`src/rtl/shake_client_arbiter.sv`:
```
// Round-robin arbiter sharing one SHAKE core between several word-streaming clients.
// A grant holds one client on both the load and result paths until the core reports done.
module shake_client_arbiter #(
    parameter int N_CLIENTS = 2,
    parameter int W         = 64
) (
    input  logic                   clk,
    input  logic                   rst,
    input  logic [N_CLIENTS-1:0]   req_valid_in,
    input  logic [N_CLIENTS*W-1:0] req_data_in,
    output logic [N_CLIENTS-1:0]   req_ready_out,
    output logic                   core_valid_out,
    output logic [W-1:0]           core_data_out,
    input  logic                   core_ready_in,
    input  logic                   core_result_valid_in,
    input  logic [W-1:0]           core_result_data_in,
    output logic                   core_result_ready_out,
    input  logic                   core_done_in,
    output logic [N_CLIENTS-1:0]   resp_valid_out,
    output logic [W-1:0]           resp_data_out,
    input  logic [N_CLIENTS-1:0]   resp_ready_in,
    output logic [N_CLIENTS-1:0]   grant_out,
    output logic                   busy_out
);

    localparam int IW = $clog2(N_CLIENTS);

    typedef enum logic [0:0] {
        IDLE    = 1'b0,
        GRANTED = 1'b1
    } state_t;

    state_t               r_state;
    state_t               w_state_next;
    logic [N_CLIENTS-1:0] r_grant;
    logic [N_CLIENTS-1:0] w_grant_next;
    logic [IW-1:0]        r_last_grant;
    logic [IW-1:0]        w_last_grant_next;

    logic [IW-1:0]        w_cand;
    logic [IW-1:0]        w_pick_idx;
    logic                 w_pick_found;
    logic [IW-1:0]        w_gidx;
    logic                 w_granted;

    always_ff @(posedge clk or negedge rst) begin
        if (!rst) begin
            r_state      <= IDLE;
            r_grant      <= '0;
            r_last_grant <= IW'(N_CLIENTS - 1);
        end else begin
            r_state      <= w_state_next;
            r_grant      <= w_grant_next;
            r_last_grant <= w_last_grant_next;
        end
    end

    // Search upward from the client after the last one served, wrapping at N_CLIENTS.
    always_comb begin
        w_cand       = r_last_grant;
        w_pick_idx   = r_last_grant;
        w_pick_found = 1'b0;
        for (int k = 0; k < N_CLIENTS; k++) begin
            w_cand = (w_cand == IW'(N_CLIENTS - 1)) ? '0 : w_cand + 1'b1;
            if (!w_pick_found && req_valid_in[w_cand]) begin
                w_pick_found = 1'b1;
                w_pick_idx   = w_cand;
            end
        end
    end

    always_comb begin
        w_gidx = '0;
        for (int i = 0; i < N_CLIENTS; i++) begin
            if (r_grant[i]) begin
                w_gidx = IW'(i);
            end
        end
    end

    always_comb begin
        w_state_next      = r_state;
        w_grant_next      = r_grant;
        w_last_grant_next = r_last_grant;
        case (r_state)
            IDLE: begin
                if (w_pick_found) begin
                    w_state_next = GRANTED;
                    w_grant_next = '0;
                    w_grant_next[w_pick_idx] = 1'b1;
                end
            end
            GRANTED: begin
                // Only done releases the grant; the owner's valid dropping just stalls the core.
                if (core_done_in) begin
                    w_state_next      = IDLE;
                    w_grant_next      = '0;
                    w_last_grant_next = w_gidx;
                end
            end
            default: begin
                w_state_next = IDLE;
                w_grant_next = '0;
            end
        endcase
    end

    assign w_granted = (r_state == GRANTED);

    always_comb begin
        core_valid_out        = 1'b0;
        core_data_out         = '0;
        core_result_ready_out = 1'b0;
        resp_data_out         = '0;
        if (w_granted) begin
            core_valid_out        = req_valid_in[w_gidx];
            core_data_out         = req_data_in[w_gidx*W +: W];
            core_result_ready_out = resp_ready_in[w_gidx];
            resp_data_out         = core_result_data_in;
        end
    end

    generate
        for (genvar gi = 0; gi < N_CLIENTS; gi++) begin : g_client
            assign req_ready_out[gi]  = w_granted & r_grant[gi] & core_ready_in;
            assign resp_valid_out[gi] = w_granted & r_grant[gi] & core_result_valid_in;
        end
    endgenerate

    assign grant_out = r_grant;
    assign busy_out  = w_granted;

endmodule

```
`config.mk`:
```
export PLATFORM = sky130hd
export DESIGN_NAME = shake_client_arbiter
export DESIGN_NICKNAME = d
export VERILOG_FILES = /design/src/rtl/shake_client_arbiter.sv
export SDC_FILE = /design/constraint.sdc
export NUM_CORES = 1
export LEC_CHECK = 0
export CAP_MARGIN = 15
export CORE_AREA = 2 2 131 133
export DETAILED_ROUTE_END_ITERATION = 10
export DIE_AREA = 0 0 133 135
export PLACE_DENSITY_LB_ADDON = 0.25
export SKIP_CTS_REPAIR_TIMING = 1
export SLEW_MARGIN = 20
export SYNTH_ARGS = -nofsm -noshare
export SYNTH_HDL_FRONTEND = slang
export SYNTH_SLANG_ARGS = --single-unit
```
`constraint.sdc`:
```
create_clock -name clk -period 1.5 [get_ports clk]
set_input_delay 0.3 -clock clk [delete_from_list [all_inputs] [get_ports clk]]
set_output_delay 0.3 -clock clk [all_outputs]
set_load 0.02 [all_outputs]
```
==> results by group, run 1 <==
Synthesis
  • Post-synth EDFFs: 0
  • Seq/Total Area, Yosys: 0.0538
  • Top FF cell, synth: dfrtp_1
  • Mapped Avg Cell Area: 7.85 um2
  • Synth cell count leaders: mux2i_1, nor2b_1, and2_1
  • Yosys top cell by area: mux2i_1
  • Yosys cell types: 24
  • Yosys warns: 0
  • Asr flop ratio synth: 1.00
  • Top-area cell type share of the netlist area: 0.351
  • Synth area leaders: mux2i_1, nor2b_1, and2_1, buf_8, dfrtp_1
  • Syn Std Cell Area: 0.00188 mm2
  • Post-synth net total: 441
  • Cells after Synth: 240
  • #FFs+latches synth: 4

Cells and area
  • Share of cells above drive strength 1: 0.372
  • Register area: 106 um2
  • Multi-input logic area: 0.00171 mm2
  • Area Growth Syn to Fin: 210%
  • Diodes inserted: 0
  • Post-Layout Cell Count: 811
  • FILL cells: 1654
  • Final nets: 793

Place
  • RePlAce Congestion: 0.791
  • PortBufs: 337
  • Inst Count DP: 784
  • HPWL Detailed: 9.03 mm

Timing
  • Hold Slack: 289 ps
  • Setup TNS Final: -19840 ps
  • Final hold vios: 0
  • RSZ-0062 raised after global routing: yes
  • Final min period: 1820 ps
  • Pins Over Slew Limit: 0
  • Crit path setup slack, layout: -323 ps
  • Tcrit/Tclk final: 1.22
  • Least-Margin Pin Slew: 234 ps
  • Final Skew: 3.18 ps
  • Max_slew headroom: 0.841
  • Final setup fails: 127
  • Max Fclk: 0.549 GHz

Pwr
  • Power per Cell Area: 652 mW/mm2
  • P_leak: 2.65 nW
  • VDD IR max: 411 uV
  • Tot Pwr: 3.81 mW

Die
  • Rows: 47
  • I/O pins: 338
  • Initial Util: 0.115
  • Die ar.: 0.0180 mm2
  • Core ar.: 0.0164 mm2
  • Chip Height: 135 um
  • Die Width: 133 um

Clocking
  • Num CTS Buffers: 3
  • Clock slew at reported path FFs: 30 ps
  • Max H-tree Level: 1
  • Clock latency on the worst-skew pair: 230 ps
  • CTS Buffer Depth: 2
  • TritonCTS clock tree: yes
  • Clock sinks: 4
  • Root Buffer: clkbuf_16

Worst setup path
  • Worst EP required: 1200 ps
  • Arrival time worst endpoint: 1520 ps
  • Max Fanout on Critical Path: 30
  • CP endpoint kind: output pin
  • R2R cell count: 7
  • CP Launch Type: flip-flop
  • Critical path type: flip-flop to output pin

Worst hold path
  • HP Class: primary input to async pin

Route
  • DR DRC count: 0
  • WL/cell: 15.2 um
  • Routed vias/inst: 3.80
  • Routed WL: 12.4 mm
  • Final ANT Viol Nets: 0
  • TritonRoute pass-1 iters: 6
  • DR vias: 3081
  • 1st-iter DRT viols: 35

GRT
  • Largest net degree at the start of global routing: 58
  • Tot GR Track Use: 0.106
  • First-pass GRT wire length: 15.4 mm
  • Grt ovf: 0
  • Vias in the first global route: 3018
  • Initial antenna violation count: 0

Run
  • Max-Cap Viols: 0

Run status
  • Outcome: finished, violations left
  • Violated checks: setup timing
==> report_power, final <==
part	total (mW)	internal [mW]	leakage, nW	switching, mW
combinational	3.21	1.80	2.57	1.41
clock	0.434	0.352	0.0382	0.0820
sequential	0.172	0.139	0.0451	0.0334
total	3.81	2.29	2.65	1.52
==> logic make-up (layout without fill, tap and decap cells) <==
family,after synthesis,after routing,share of synthesized area
AND/OR/NAND/NOR,138,138,0.456
AO/OA/AOI/OAI,6,6,0.0219
multiplexers,67,67,0.359
flip-flops,4,4,0.0538
buffers and inverters,25,376,0.109
==> final timing paths <==
| check | startpoint | to | slack [ps] |
|---|---|---|---|
| min in group clk | r_last_grant | r_last_grant | 620 |
| setup / recovery | grant_out[1] | core_data_out[13] | -320 |
| hold reg to reg | r_last_grant | r_last_grant | 620 |
| hold / removal | rst | grant_out[0] | 290 |
| max in group asynchronous | rst | r_last_grant | 960 |
| setup reg to reg | busy_out | grant_out[1] | 70 |
==> layout make-up <==
type / count / share of cell area
well taps: 220 / 0.0471
clock buffers: 4 / 0.0135
repair buffers: 371 / 0.627
inverters: 1 / 0.000642
multi-input cells: 211 / 0.293
flip-flops and latches: 4 / 0.0182
==> critical path, stage by stage (launching register included) <==
cell and delay [ps]:
dfrtp_4 460, buf_12 240, mux2i_2 310, nor2b_1 70, dlymetal6s2s_1 210
==> registers in the layout, summed over array words and instances (netlist names) <==
signal	count
grant_out	2
r_last_grant	1
busy_out	1
==> metrics by stage <==
stage	setup slack [ps]	utilization	cell area [um2]
6_report	-323	0.356	5840
3_3_place_gp	-572	0.335	5490
5_1_grt	-374	0.356	5840
3_5_place_dp	-589	0.335	5490
2_1_floorplan	3.75	-	1880
4_1_cts	-773	0.339	5570
==> cells in the final DEF, fill, tap and decap left out <==
cell / n
clkdlybuf4s50_1: 200
nor2b_1: 66
mux2i_1: 64
buf_4: 59
buf_6: 53
and2_4: 44
and2_1: 20
buf_2: 17
clkbuf_2: 16
clkbuf_16: 8
buf_12: 8
dlymetal6s2s_1: 8
buf_8: 5
and3_1: 3
nand2_1: 2
mux2i_2: 1
and3_4: 1
nand2_2: 1
o31a_1: 1
mux2i_4: 1
inv_1: 1
nor3b_2: 1
a31oi_1: 1
o21ai_1: 1
mux2_4: 1
o21bai_1: 1
a21oi_1: 1
a31o_2: 1
dfrtp_2: 1
clkbuf_1: 1
dfrtp_1: 1
dfrtp_4: 1
dfstp_2: 1
==> metal layers <==
layer | vias to the layer above | track usage | wire length [um] | share of wire
li1 | 1485 | - | - | -
met1 | 1390 | 0.102 | 4420 | 0.36
met2 | 202 | 0.219 | 6800 | 0.55
met3 | 4 | 0.0342 | 1090 | 0.088
met4 | 0 | 0.0149 | 55 | 0.0044
met5 | - | 0 | 0 | 0
Note: power is estimated with default switching activity, not from simulation.
==> inputs of run 2 (changes only) <==
--- a/config.mk
+++ b/config.mk
@@ -9,9 +9,11 @@
 export CORE_AREA = 2 2 131 133
 export DETAILED_ROUTE_END_ITERATION = 10
 export DIE_AREA = 0 0 133 135
+export HOLD_SLACK_MARGIN = 0.02
 export PLACE_DENSITY_LB_ADDON = 0.25
 export SKIP_CTS_REPAIR_TIMING = 1
 export SLEW_MARGIN = 20
 export SYNTH_ARGS = -nofsm -noshare
 export SYNTH_HDL_FRONTEND = slang
 export SYNTH_SLANG_ARGS = --single-unit
+export TNS_END_PERCENT = 10
==> results by group, run 2 (synthesis gave the netlist of run 1 again) <==
Cells and area
  • Most frequent cells in the layout: clkdlybuf4s50_1, buf_4, nor2b_1 (was clkdlybuf4s50_1, nor2b_1, mux2i_1)
  • Most common cell after layout, fill and taps aside: clkdlybuf4s50_1 (unchanged)
  • Post-route cell area: 0.00535 mm2 (was 0.00584 mm2)
  • Area Growth Syn to Fin: 184% (was 210%)
  • Share of cells above drive strength 1: 0.286 (was 0.372)
  • FILL cells: 1692 (was 1654)
  • Final nets: 778 (was 793)
  • Post-Layout Cell Count: 796 (was 811)
  • Diodes inserted: 0 (unchanged)
  • Max FFs per register: 2 (unchanged)

Route
  • Routed WL: 11.0 mm (was 12.4 mm)
  • TritonRoute pass-1 iters: 4 (was 6)
  • 1st-iter DRT viols: 26 (was 35)
  • DR DRC count: 0 (unchanged)
  • Routed vias/inst: 3.73 (was 3.80)
  • DR vias: 2966 (was 3081)
  • WL/cell: 13.8 um (was 15.2 um)
  • Final ANT Viol Nets: 0 (unchanged)

Timing
  • Hold Slack: 300 ps (was 289 ps)
  • Final min period: 1820 ps (about the same)
  • Final hold vios: 0 (unchanged)
  • Tcrit/Tclk final: 1.21 (was 1.22)
  • Final setup fails: 95 (was 127)
  • Max Fclk: 0.550 GHz (was 0.549 GHz)
  • RSZ-0062 raised after global routing: yes (unchanged)
  • Final Skew: 3.76 ps (was 3.18 ps)
  • Crit path setup slack, layout: -320 ps (was -323 ps)
  • Max_slew headroom: 0.845 (was 0.841)
  • Least-Margin Pin Slew: 227 ps (was 234 ps)
  • Pins Over Slew Limit: 0 (unchanged)

Die
  • Core ar.: 0.0164 mm2 (unchanged)
  • I/O pins: 338 (unchanged)
  • Chip Height: 135 um (unchanged)
  • Die Width: 133 um (unchanged)
  • Die ar.: 0.0180 mm2 (unchanged)
  • Rows: 47 (unchanged)
  • Initial Util: 0.115 (unchanged)

GRT
  • Met3 GRT Util: 0.0342 (unchanged)
  • Largest net degree at the start of global routing: 58 (unchanged)
  • Global route hottest layer: met2 (unchanged)
  • Grt ovf: 0 (unchanged)
  • GRT met1 Usage: 0.102 (unchanged)
  • Tot GR Track Use: 0.106 (unchanged)
  • First-pass GRT wire length: 15.4 mm (unchanged)
  • M2 GR Usage: 0.219 (unchanged)
  • Vias in the first global route: 3018 (unchanged)
  • Initial antenna violation count: 0 (unchanged)

Run status
  • Violated checks: setup timing (unchanged)
  • Outcome: finished, violations left (unchanged)

Clocking
  • TritonCTS clock tree: yes (unchanged)
  • Root Buffer: clkbuf_16 (unchanged)
  • Max H-tree Level: 1 (unchanged)
  • Clock sinks: 4 (unchanged)
  • Num CTS Buffers: 3 (unchanged)
  • CTS Buffer Depth: 2 (unchanged)
  • Clock slew at reported path FFs: 30 ps (about the same)
  • Clock latency on the worst-skew pair: 230 ps (about the same)

Worst setup path
  • CP Launch Type: flip-flop (unchanged)
  • Worst EP required: 1200 ps (about the same)
  • Arrival time worst endpoint: 1520 ps (about the same)
  • Max Fanout on Critical Path: 6 (was 30)
  • CP endpoint kind: output pin (unchanged)
  • Critical path type: flip-flop to output pin (unchanged)

Pwr
  • VDD IR max: 382 uV (was 411 uV)
  • P_leak: 2.42 nW (was 2.65 nW)
  • Power per Cell Area: 646 mW/mm2 (was 652 mW/mm2)

Place
  • Pre-CTS worst setup slack: -589 ps (unchanged)
  • PortBufs: 337 (unchanged)
  • Dpl cell area: 0.00549 mm2 (unchanged)
  • Inst Count DP: 784 (unchanged)
  • RePlAce Congestion: 0.791 (unchanged)
  • HPWL Detailed: 9.03 mm (unchanged)

Worst hold path
  • HP Class: primary input to async pin (unchanged)

Run
  • Max-Cap Viols: 0 (unchanged)
## run 2: changes by cell type in the layout (fill, tap and decap cells not counted), sizes merged
cell    delta
buf        -4
clkbuf    -11
## run 2: critical path: stages, from the launching register on
cell and delay [ps]:
dfrtp_4 510, buf_12 150, buf_8 110, mux2i_4 180
nor2b_1 110, buf_4 130, buf_12 100
## run 2: final cells by class
type | count | area, um2 | share of cell area
multi-input cells | 211 | 1610 | 0.300
clock buffers | 4 | 78.8 | 0.0147
repair buffers | 356 | 3280 | 0.613
flip-flops and latches | 4 | 106 | 0.0199
well taps | 220 | 275 | 0.0514
inverters | 1 | 3.75 | 0.000701
## run 2: worst paths after layout
check | from | end | slack (ps) | cells after the start
max | grant_out[1] | core_valid_out | -320 | 6
min | rst | grant_out[0] | 300 | 1
max reg2reg | grant_out[1] | grant_out[1] | 110 | 6
min reg2reg | r_last_grant | r_last_grant | 620 | 1
max in group asynchronous | rst | r_last_grant | 940 | 1
min in group clk | r_last_grant | r_last_grant | 620 | 1
## run 2: routing by layer
metal,vias up,wire [um]
li1,1455,-
met1,1298,3870
met2,207,5970
met3,6,1070
met4,0,64
met5,-,0
## run 2: where the power goes
part           total, mW  internal [mW]  leakage (nW)  switching, mW
registers          0.172          0.139        0.0451         0.0336
logic               2.86           1.55          2.33           1.31
clock network      0.432          0.352        0.0382         0.0806
total               3.46           2.04          2.42           1.42
## run 2: through the flow
step            util  total power, mW  TNS [ps]
2_1_floorplan      -             1.65         0
3_3_place_gp   0.335             3.14    -44120
3_5_place_dp   0.335             3.15    -45080
4_1_cts        0.339             3.60    -73070
5_1_grt        0.326             3.67    -20830
6_report       0.326             3.46    -14480
